[config.mk]
export PLATFORM = sky130hd
export DESIGN_NAME = aes_inv_round_ctrl
export DESIGN_NICKNAME = d
export VERILOG_FILES = /design/src/rtl/aes_inv_round_ctrl.sv
export SDC_FILE = /design/constraint.sdc
export NUM_CORES = 1
export LEC_CHECK = 0
export BUFFER_PORTS_ARGS = -buffer_cell sky130_fd_sc_hd__buf_2
export CAP_MARGIN = 15
export CELL_PAD_IN_SITES_DETAIL_PLACEMENT = 1
export CELL_PAD_IN_SITES_GLOBAL_PLACEMENT = 2
export CORE_MARGIN = 5
export CORE_UTILIZATION = 28
export DETAILED_ROUTE_END_ITERATION = 8
export GPL_TIMING_DRIVEN = 0
export PLACE_DENSITY_LB_ADDON = 0.1
export SYNTH_ARGS = -nofsm -noshare
export SYNTH_HDL_FRONTEND = slang
export SYNTH_SLANG_ARGS = --single-unit
[constraint.sdc]
create_clock -name clk_i -period 1.34 [get_ports clk_i]
set_input_delay 0.402 -clock clk_i [delete_from_list [all_inputs] [get_ports clk_i]]
set_output_delay 0.402 -clock clk_i [all_outputs]
set_load 0.05 [all_outputs]
[src/rtl/aes_inv_round_ctrl.sv]
// ============================================================================
// Module  : aes_inv_round_ctrl
// Brief   : Sequencer for an iterative AES inverse cipher (rounds NR down to 0).
// Revision: 1.0
// ============================================================================
`default_nettype none

module aes_inv_round_ctrl #(
    parameter int NR = 10
) (
    input  logic        clk_i,
    input  logic        rst_ni,
    input  logic        key_ready_i,
    input  logic        in_valid_i,
    output logic        in_ready_o,
    output logic        out_valid_o,
    input  logic        out_ready_i,
    output logic [3:0]  rk_addr_o,
    output logic        ld_input_o,
    output logic        round_en_o,
    output logic        last_round_o,
    output logic        busy_o,
    output logic        abort_o,
    output logic [15:0] blk_cnt_o
);

    localparam int RW = $clog2(NR + 1);

    typedef enum logic [2:0] {
        S_IDLE  = 3'd0,
        S_INIT  = 3'd1,
        S_ROUND = 3'd2,
        S_FINAL = 3'd3,
        S_HOLD  = 3'd4
    } state_e;

    state_e          state_q, state_d;
    logic [RW-1:0]   rnd_q, rnd_d;
    logic [15:0]     blk_cnt_q;
    logic            ld_input_q, round_en_q, last_round_q;
    logic            busy_q, out_valid_q, abort_q;
    logic            accept, key_lost, done;

    // The abort cycle is already IDLE but must not accept a new block.
    assign in_ready_o = rst_ni && key_ready_i && (state_q == S_IDLE) && !abort_q;
    assign accept     = in_valid_i && in_ready_o;
    assign key_lost   = busy_q && !key_ready_i;
    assign done       = (state_q == S_HOLD) && out_ready_i;

    always_comb begin
        state_d = state_q;
        rnd_d   = rnd_q;
        case (state_q)
            S_IDLE: begin
                if (accept) state_d = S_INIT;
            end
            S_INIT: begin
                rnd_d   = RW'(NR - 1);
                state_d = (NR - 1 == 0) ? S_FINAL : S_ROUND;
            end
            S_ROUND: begin
                rnd_d = rnd_q - RW'(1);
                if (rnd_q == RW'(1)) state_d = S_FINAL;
            end
            S_FINAL: state_d = S_HOLD;
            S_HOLD: begin
                if (out_ready_i) state_d = S_IDLE;
            end
            default: state_d = S_IDLE;
        endcase
        if (key_lost) begin
            state_d = S_IDLE;
            rnd_d   = '0;
        end
    end

    always_comb begin
        rk_addr_o = 4'd0;
        case (state_q)
            S_INIT:  rk_addr_o = 4'(NR);
            S_ROUND: rk_addr_o = 4'(rnd_q);
            default: rk_addr_o = 4'd0;
        endcase
    end

    // Strobes are decoded from the next state so they line up with state_q.
    always_ff @(posedge clk_i) begin
        if (!rst_ni) begin
            state_q      <= S_IDLE;
            rnd_q        <= '0;
            blk_cnt_q    <= 16'h0000;
            ld_input_q   <= 1'b0;
            round_en_q   <= 1'b0;
            last_round_q <= 1'b0;
            busy_q       <= 1'b0;
            out_valid_q  <= 1'b0;
            abort_q      <= 1'b0;
        end else begin
            state_q      <= state_d;
            rnd_q        <= rnd_d;
            ld_input_q   <= (state_d == S_INIT);
            round_en_q   <= (state_d == S_ROUND) || (state_d == S_FINAL);
            last_round_q <= (state_d == S_FINAL);
            busy_q       <= (state_d == S_INIT) || (state_d == S_ROUND) || (state_d == S_FINAL);
            out_valid_q  <= (state_d == S_HOLD);
            abort_q      <= key_lost;
            if (done) blk_cnt_q <= blk_cnt_q + 16'd1;
        end
    end

    assign ld_input_o   = ld_input_q;
    assign round_en_o   = round_en_q;
    assign last_round_o = last_round_q;
    assign busy_o       = busy_q;
    assign out_valid_o  = out_valid_q;
    assign abort_o      = abort_q;
    assign blk_cnt_o    = blk_cnt_q;

endmodule

`default_nettype wire

**Word-level counts from Yosys, hierarchy flattened**

Cells that the tools add are included.

- $add $sub $neg: 2
- Eq/ne operators: 9
- Mux-type cells: 7
- Bitwise logic cells: 1
- Reductions and logical operators: 14

Operator list:

| kind | count |
|---|---|
| 16-bit by 1-bit adder with 16-bit output (second input constant) | 1 |
| 4-bit case mux with 2 select lines | 2 |
| 3-bit case mux with 5 select lines | 1 |
| 3-bit by 2-bit equality test with 1-bit output (second input constant) | 4 |
| 3-bit 2-to-1 mux | 4 |
| 3-bit by 1-bit equality test with 1-bit output (second input constant) | 2 |
| 3-bit equality test (second input constant) | 2 |
| 1-bit logical AND | 6 |
| 4-bit by 1-bit equality test with 1-bit output (second input constant) | 1 |
| 4-bit by 1-bit subtractor with 4-bit output (second input constant) | 1 |
| 3-bit logical NOT | 1 |
| 1-bit logical OR | 3 |
| 1-bit logical NOT | 2 |
| 2-bit nonzero test | 1 |
| 2-bit OR reduction | 1 |
| 1-bit inverter | 1 |

- Register bits: 29
- Input bits: 5
- Output and inout bits: 27
- Logic and storage cells: 42

**Depth between registers and ports, before layout**

- Word-level depth: 10
- Gate-level depth with buffers: 6
- Depth with buffers taken out: 6

**Least setup slack after synthesis**

No wires, ideal clock.

- Path kind: reg2out
- From: register state_q[1]
- To: output port rk_addr_o[1]
- Arrival: 1.566 ns
- Data required time: 0.938 ns
- Slack: -0.628 ns
- Stages on the path, launching flop included: 5
- Path buffers: 1
- Cells stage by stage: dfxtp_1 -> buf_2 -> nor2b_1 -> nand2_1 -> a21oi_1

- Cells in the longest elaborated chain, start to end: 2
- Elaborated cells on any way between the ends: 3
- Classes of those cells: eq/ne: 2; mux: 1

RTL lines:

| what | RTL line | RTL |
|---|---|---|
| start: declaration | 37 | `state_e state_q, state_d;` |
| start signal: assignment | 99 | `state_q <= state_d;` |
| 3-bit by 2-bit equality test with 1-bit output / 3-bit by 1-bit equality test with 1-bit output (equally long branches) | 79 | `case (state_q)` |
| 4-bit case mux with 2 select lines * | 79 |  |
| end: declaration | 18 | `output logic [3:0] rk_addr_o,` |

Every way passes the cells marked *; elsewhere a longest branch is shown, timed or not.

**Worst setup path after layout**

- From: register state_q[0]
- To: output port rk_addr_o[3]

The elaborated chain is that of the path after synthesis.

==> impl_summary.log <==
INFO  metric grtUsageTotal = 0.1378
INFO  metric synthesis.instances = 157
INFO  metric synth_ff_type = dfxtp_1
INFO  metric timing.final.ws_setup = -375.4 ps
INFO  metric share_of_flip_flops_with_an_asynchronous_set_or_reset_after_synthesis = 0
INFO  metric overflow = 0
INFO  metric synth.distinct_cells = 39
INFO  metric power.combinational.fraction = 0.115
INFO  metric final-max-slew-violation-count = 0
INFO  metric core-area = 0.004786 mm2
INFO  metric dp_hpwl = 2858 um
INFO  metric hold_slack = 329.5 ps
INFO  metric cellInternalPower = 1.407 mW
INFO  metric report.final.hold_viol_count = 0
INFO  metric ios = 32
INFO  metric finalCritPeriodShare = 1.280
INFO  metric max_slew.worst_pin.slew = 537.0 ps
INFO  metric inserted_clock_buffers = 5
INFO  metric sw_frac_of_total = 0.2565
INFO  metric cts-root-to-sink-buffers = 2
INFO  metric reg2reg_slack = -250 ps
INFO  metric m1WireLength = 1681 um
INFO  metric core.rowCount = 25
INFO  metric io_port_bufs = 31
INFO  metric synth.ff_latch_count = 29
INFO  metric via_count = 1,314
INFO  metric drt-pass1-iter-count = 2
INFO  metric post_synth_xor_area_fraction = 0.06272
INFO  metric clk_pin_slew = 60 ps
INFO  metric cp_data_arrival_time = 1310 ps
INFO  metric wl = 4086 um
INFO  metric final_core_occ = 0.4546
INFO  metric worst_setup_path_start_kind = register
INFO  metric synth_warnings = 0
INFO  metric detail-route-antenna-nets = 0
INFO  metric p_per_area = 869.8 mW/mm2
INFO  metric synth.area.mux_share = 0.02240
INFO  metric n_fill_cell = 564
INFO  metric met3WireLength = 165 um
INFO  metric antenna_found_initial = 0
INFO  metric power.net_switching = 0.4854 mW
INFO  metric antenna_cells = 0
INFO  metric floorplan.die_area = 0.006500 mm2
INFO  metric final_layout_size_suffix_gt1_frac = 0.5481
INFO  metric synth_sequential_area_ratio = 0.4158
INFO  metric topRoutingLayerUsed = met4
INFO  metric failing_checks = setup timing
INFO  metric dp_worst_setup_slack = -326.3 ps
INFO  metric slew-limit-headroom = 0.6420
INFO  metric tritoncts = built
INFO  metric power_frac_seq = 0.462
INFO  metric post_synthesis_adder_cell_area_fraction = 0.02688
INFO  metric first_global_vias = 1,388
INFO  metric cp.required = 940 ps
INFO  metric hold-path-endpoint = abort_o$_SDFF_PN0_
INFO  metric numClockSinks = 29
INFO  metric drv_cap = 0
INFO  metric clock-skew-final = 5.462 ps
INFO  metric final-setup-viol-count = 25
INFO  metric pin_count_of_the_biggest_net_entering_global_routing = 11
INFO  metric finalWeightedCongestion = 0.7544
INFO  metric hp_class = primary input to register
INFO  metric stdcell_count = 275
INFO  metric remaining_drc_errors = 0
INFO  metric clk_latency = 280 ps
INFO  metric syn-mean-instance-area = 8.894 um2
INFO  metric fmax = 583.0 MHz
INFO  metric synth_largest_area_cell = dfxtp_1
INFO  metric synthToLayoutAreaGrowth = 55.82%
INFO  metric synth_top_family_by_area = simple AND/OR/NAND/NOR gates
INFO  metric routed_wire_length_per_instance = 14.86 um
INFO  metric die-width = 80.62 um
INFO  metric start_util = 0.2918
INFO  metric synth-edff-count = 0
INFO  metric design.final.nets = 215
INFO  metric netlist_area = 0.001396 mm2
INFO  metric power.static_leakage = 0.8308 nW
INFO  metric syn-num-nets = 165
INFO  metric rsz0062_at_grt = true
INFO  metric holdCritStartpoint = key_ready_i
INFO  metric synth-simple-area-share = 0.3047
INFO  metric synth-compound-area-share = 0.1254
INFO  metric drt-initial-drc-count = 23
INFO  metric worstHoldPathCells = 2
INFO  metric vdd_drop_max = 0.0004108 V
INFO  metric placedCellCount = 255
INFO  metric die_outline_height = 80.62 um
INFO  metric r2r_end = blk_cnt_o[12]$_SDFFE_PN0P_
INFO  metric synth_top_cells_by_area = dfxtp_1 42%, nor2_1 5.4%, xor2_1 5.0%, a21oi_1 3.6%, nand2_1 3.0%
INFO  metric cts_htree_levels = 2
INFO  metric avgViaCountPerCell = 4.778
INFO  metric synth.top_cell.area_share = 0.4158
INFO  metric timing_worst_setup_path_type = register to output port
INFO  metric clock_group_share_of_total_power = 0.422
INFO  metric met2WireLength = 2171 um
INFO  metric timing.critical_path.fanout_max = 10
INFO  metric time_the_worst_path_needs_with_i_o_delays_and_setup = 1715 ps
INFO  metric timing.rr.start = state_q[1]$_SDFF_PN0_
INFO  metric outcome = finished with violations
INFO  metric endpoint_kind = output port
INFO  metric grt_first_pass_wirelength = 6782 um
INFO  metric ff2ff_path_depth = 6
INFO  metric cts_root_buffer = clkbuf_8
==> cell usage after synthesis, drive strengths merged (2+ instances only) <==
| master | count |
|---|---|
| inv | 8 |
| nor3 | 5 |
| a31oi | 2 |
| and2 | 5 |
| o21ai | 8 |
| nor2b | 2 |
| xnor2 | 2 |
| a21oi | 10 |
| nand2 | 11 |
| and4 | 3 |
| nand4 | 4 |
| buf | 3 |
| mux2i | 2 |
| and3 | 4 |
| dfxtp | 29 |
| nand2b | 4 |
| clkbuf | 2 |
| nand3 | 5 |
| xor2 | 8 |
| ha | 3 |
| a211oi | 2 |
| nor2 | 21 |
| or3 | 4 |
==> power groups by stage <==
| stage | sequential (mW) | combinational, mW | clock [mW] |
|---|---|---|---|
| final | 0.875 | 0.218 | 0.800 |
| after global routing | 0.877 | 0.233 | 0.900 |
| after CTS | 0.874 | 0.214 | 0.828 |
| after floorplan | 0.908 | 0.113 | 0 |
| after detailed placement | 0.891 | 0.180 | 0 |
| after global placement | 0.890 | 0.174 | 0 |
==> routing by layer <==
layer	vias up	track usage
met2	22	0.2500
li1	648	-
met4	0	0.04899
met1	637	0.1492
met5	-	0
met3	7	0.04260
==> cells by family after synthesis <==
logic type	Yosys count
DFF	29
xor gates and xnor gates	10
and+or+nand+nor	74
AOI/OAI and AO/OA	25
muxes	3
adders and majority gates	3
buffers and inverters	13
==> how the worst max path moves through the flow <==
stage	startpoint	endpoint
floorplan	state_q[1]$_SDFF_PN0_	rk_addr_o[0]
global placement	state_q[2]$_SDFF_PN0_	busy_o$_SDFF_PN0_
detailed placement	state_q[2]$_SDFF_PN0_	out_valid_o$_SDFF_PN0_
CTS	state_q[1]$_SDFF_PN0_	rk_addr_o[3]
global route	state_q[1]$_SDFF_PN0_	rk_addr_o[0]
finish	state_q[0]$_SDFF_PN0_	rk_addr_o[3]
==> critical path, cell delays in order (launching register included) <==
cell	delay, ps
dfxtp_2	350
buf_6	160
nor2b_4	130
nand2_2	80
a21oi_4	140
buf_6	170
==> cell type report <==
| class | count | area (um2) | area share |
|---|---|---|---|
| Sequential cell | 29 | 638.1 | 0.2933 |
| Clock inverter | 1 | 5.005 | 0.002300 |
| Buffer | 5 | 48.80 | 0.02243 |
| Multi-Input combinational cell | 115 | 937.1 | 0.4307 |
| Tap cell | 67 | 83.83 | 0.03853 |
| Clock buffer | 7 | 96.34 | 0.04428 |
| Inverter | 8 | 30.03 | 0.01380 |
| Timing Repair Buffer | 43 | 336.6 | 0.1547 |
==> sequential cells by signal, indices dropped and copies added, names as in the netlist <==
name,cells
blk_cnt_o,16
rnd_q,4
state_q,3
abort_o,1
busy_o,1
last_round_o,1
ld_input_o,1
out_valid_o,1
round_en_o,1
==> timing repair <==
action | 4_1_cts | 5_1_grt
setup buffers | 11 | 1
gates resized for setup | 34 | 25
pin swaps | 9 | 6
hold buffers | 0 | 0
endpoints found under the setup margin | 19 | 38
cloned | 0 | 0
==> per-stage QoR <==
stage / setup TNS (ps) / power (mW) / instance area [um2]
floorplan: -321.8 / 1.021 / 1539
global route: -6309 / 2.010 / 2176
CTS: -4756 / 1.916 / 2077
detailed placement: -4530 / 1.071 / 1778
global placement: -3770 / 1.064 / 1778
finish: -4587 / 1.893 / 2176
==> cells in the final DEF (no fill, tap or decap), types with 2 or more instances in the layout <==
master / count
nor2_1: 17
buf_2: 16
dfxtp_4: 12
clkbuf_4: 11
dfxtp_2: 10
buf_6: 9
inv_1: 8
nand2_1: 8
xor2_1: 8
dfxtp_1: 7
clkbuf_8: 7
buf_4: 7
o21ai_0: 5
a21oi_1: 5
and3_4: 4
and2_1: 4
nand4_1: 4
nor2_4: 3
buf_8: 3
nand2_2: 3
a21oi_2: 3
or3_1: 3
nor3_1: 3
nand2b_1: 3
a21oi_4: 2
nand3_4: 2
nand3_1: 2
o21ai_1: 2
and4_1: 2
mux2i_1: 2
ha_1: 2
Power figures use the tool's default switching activity.
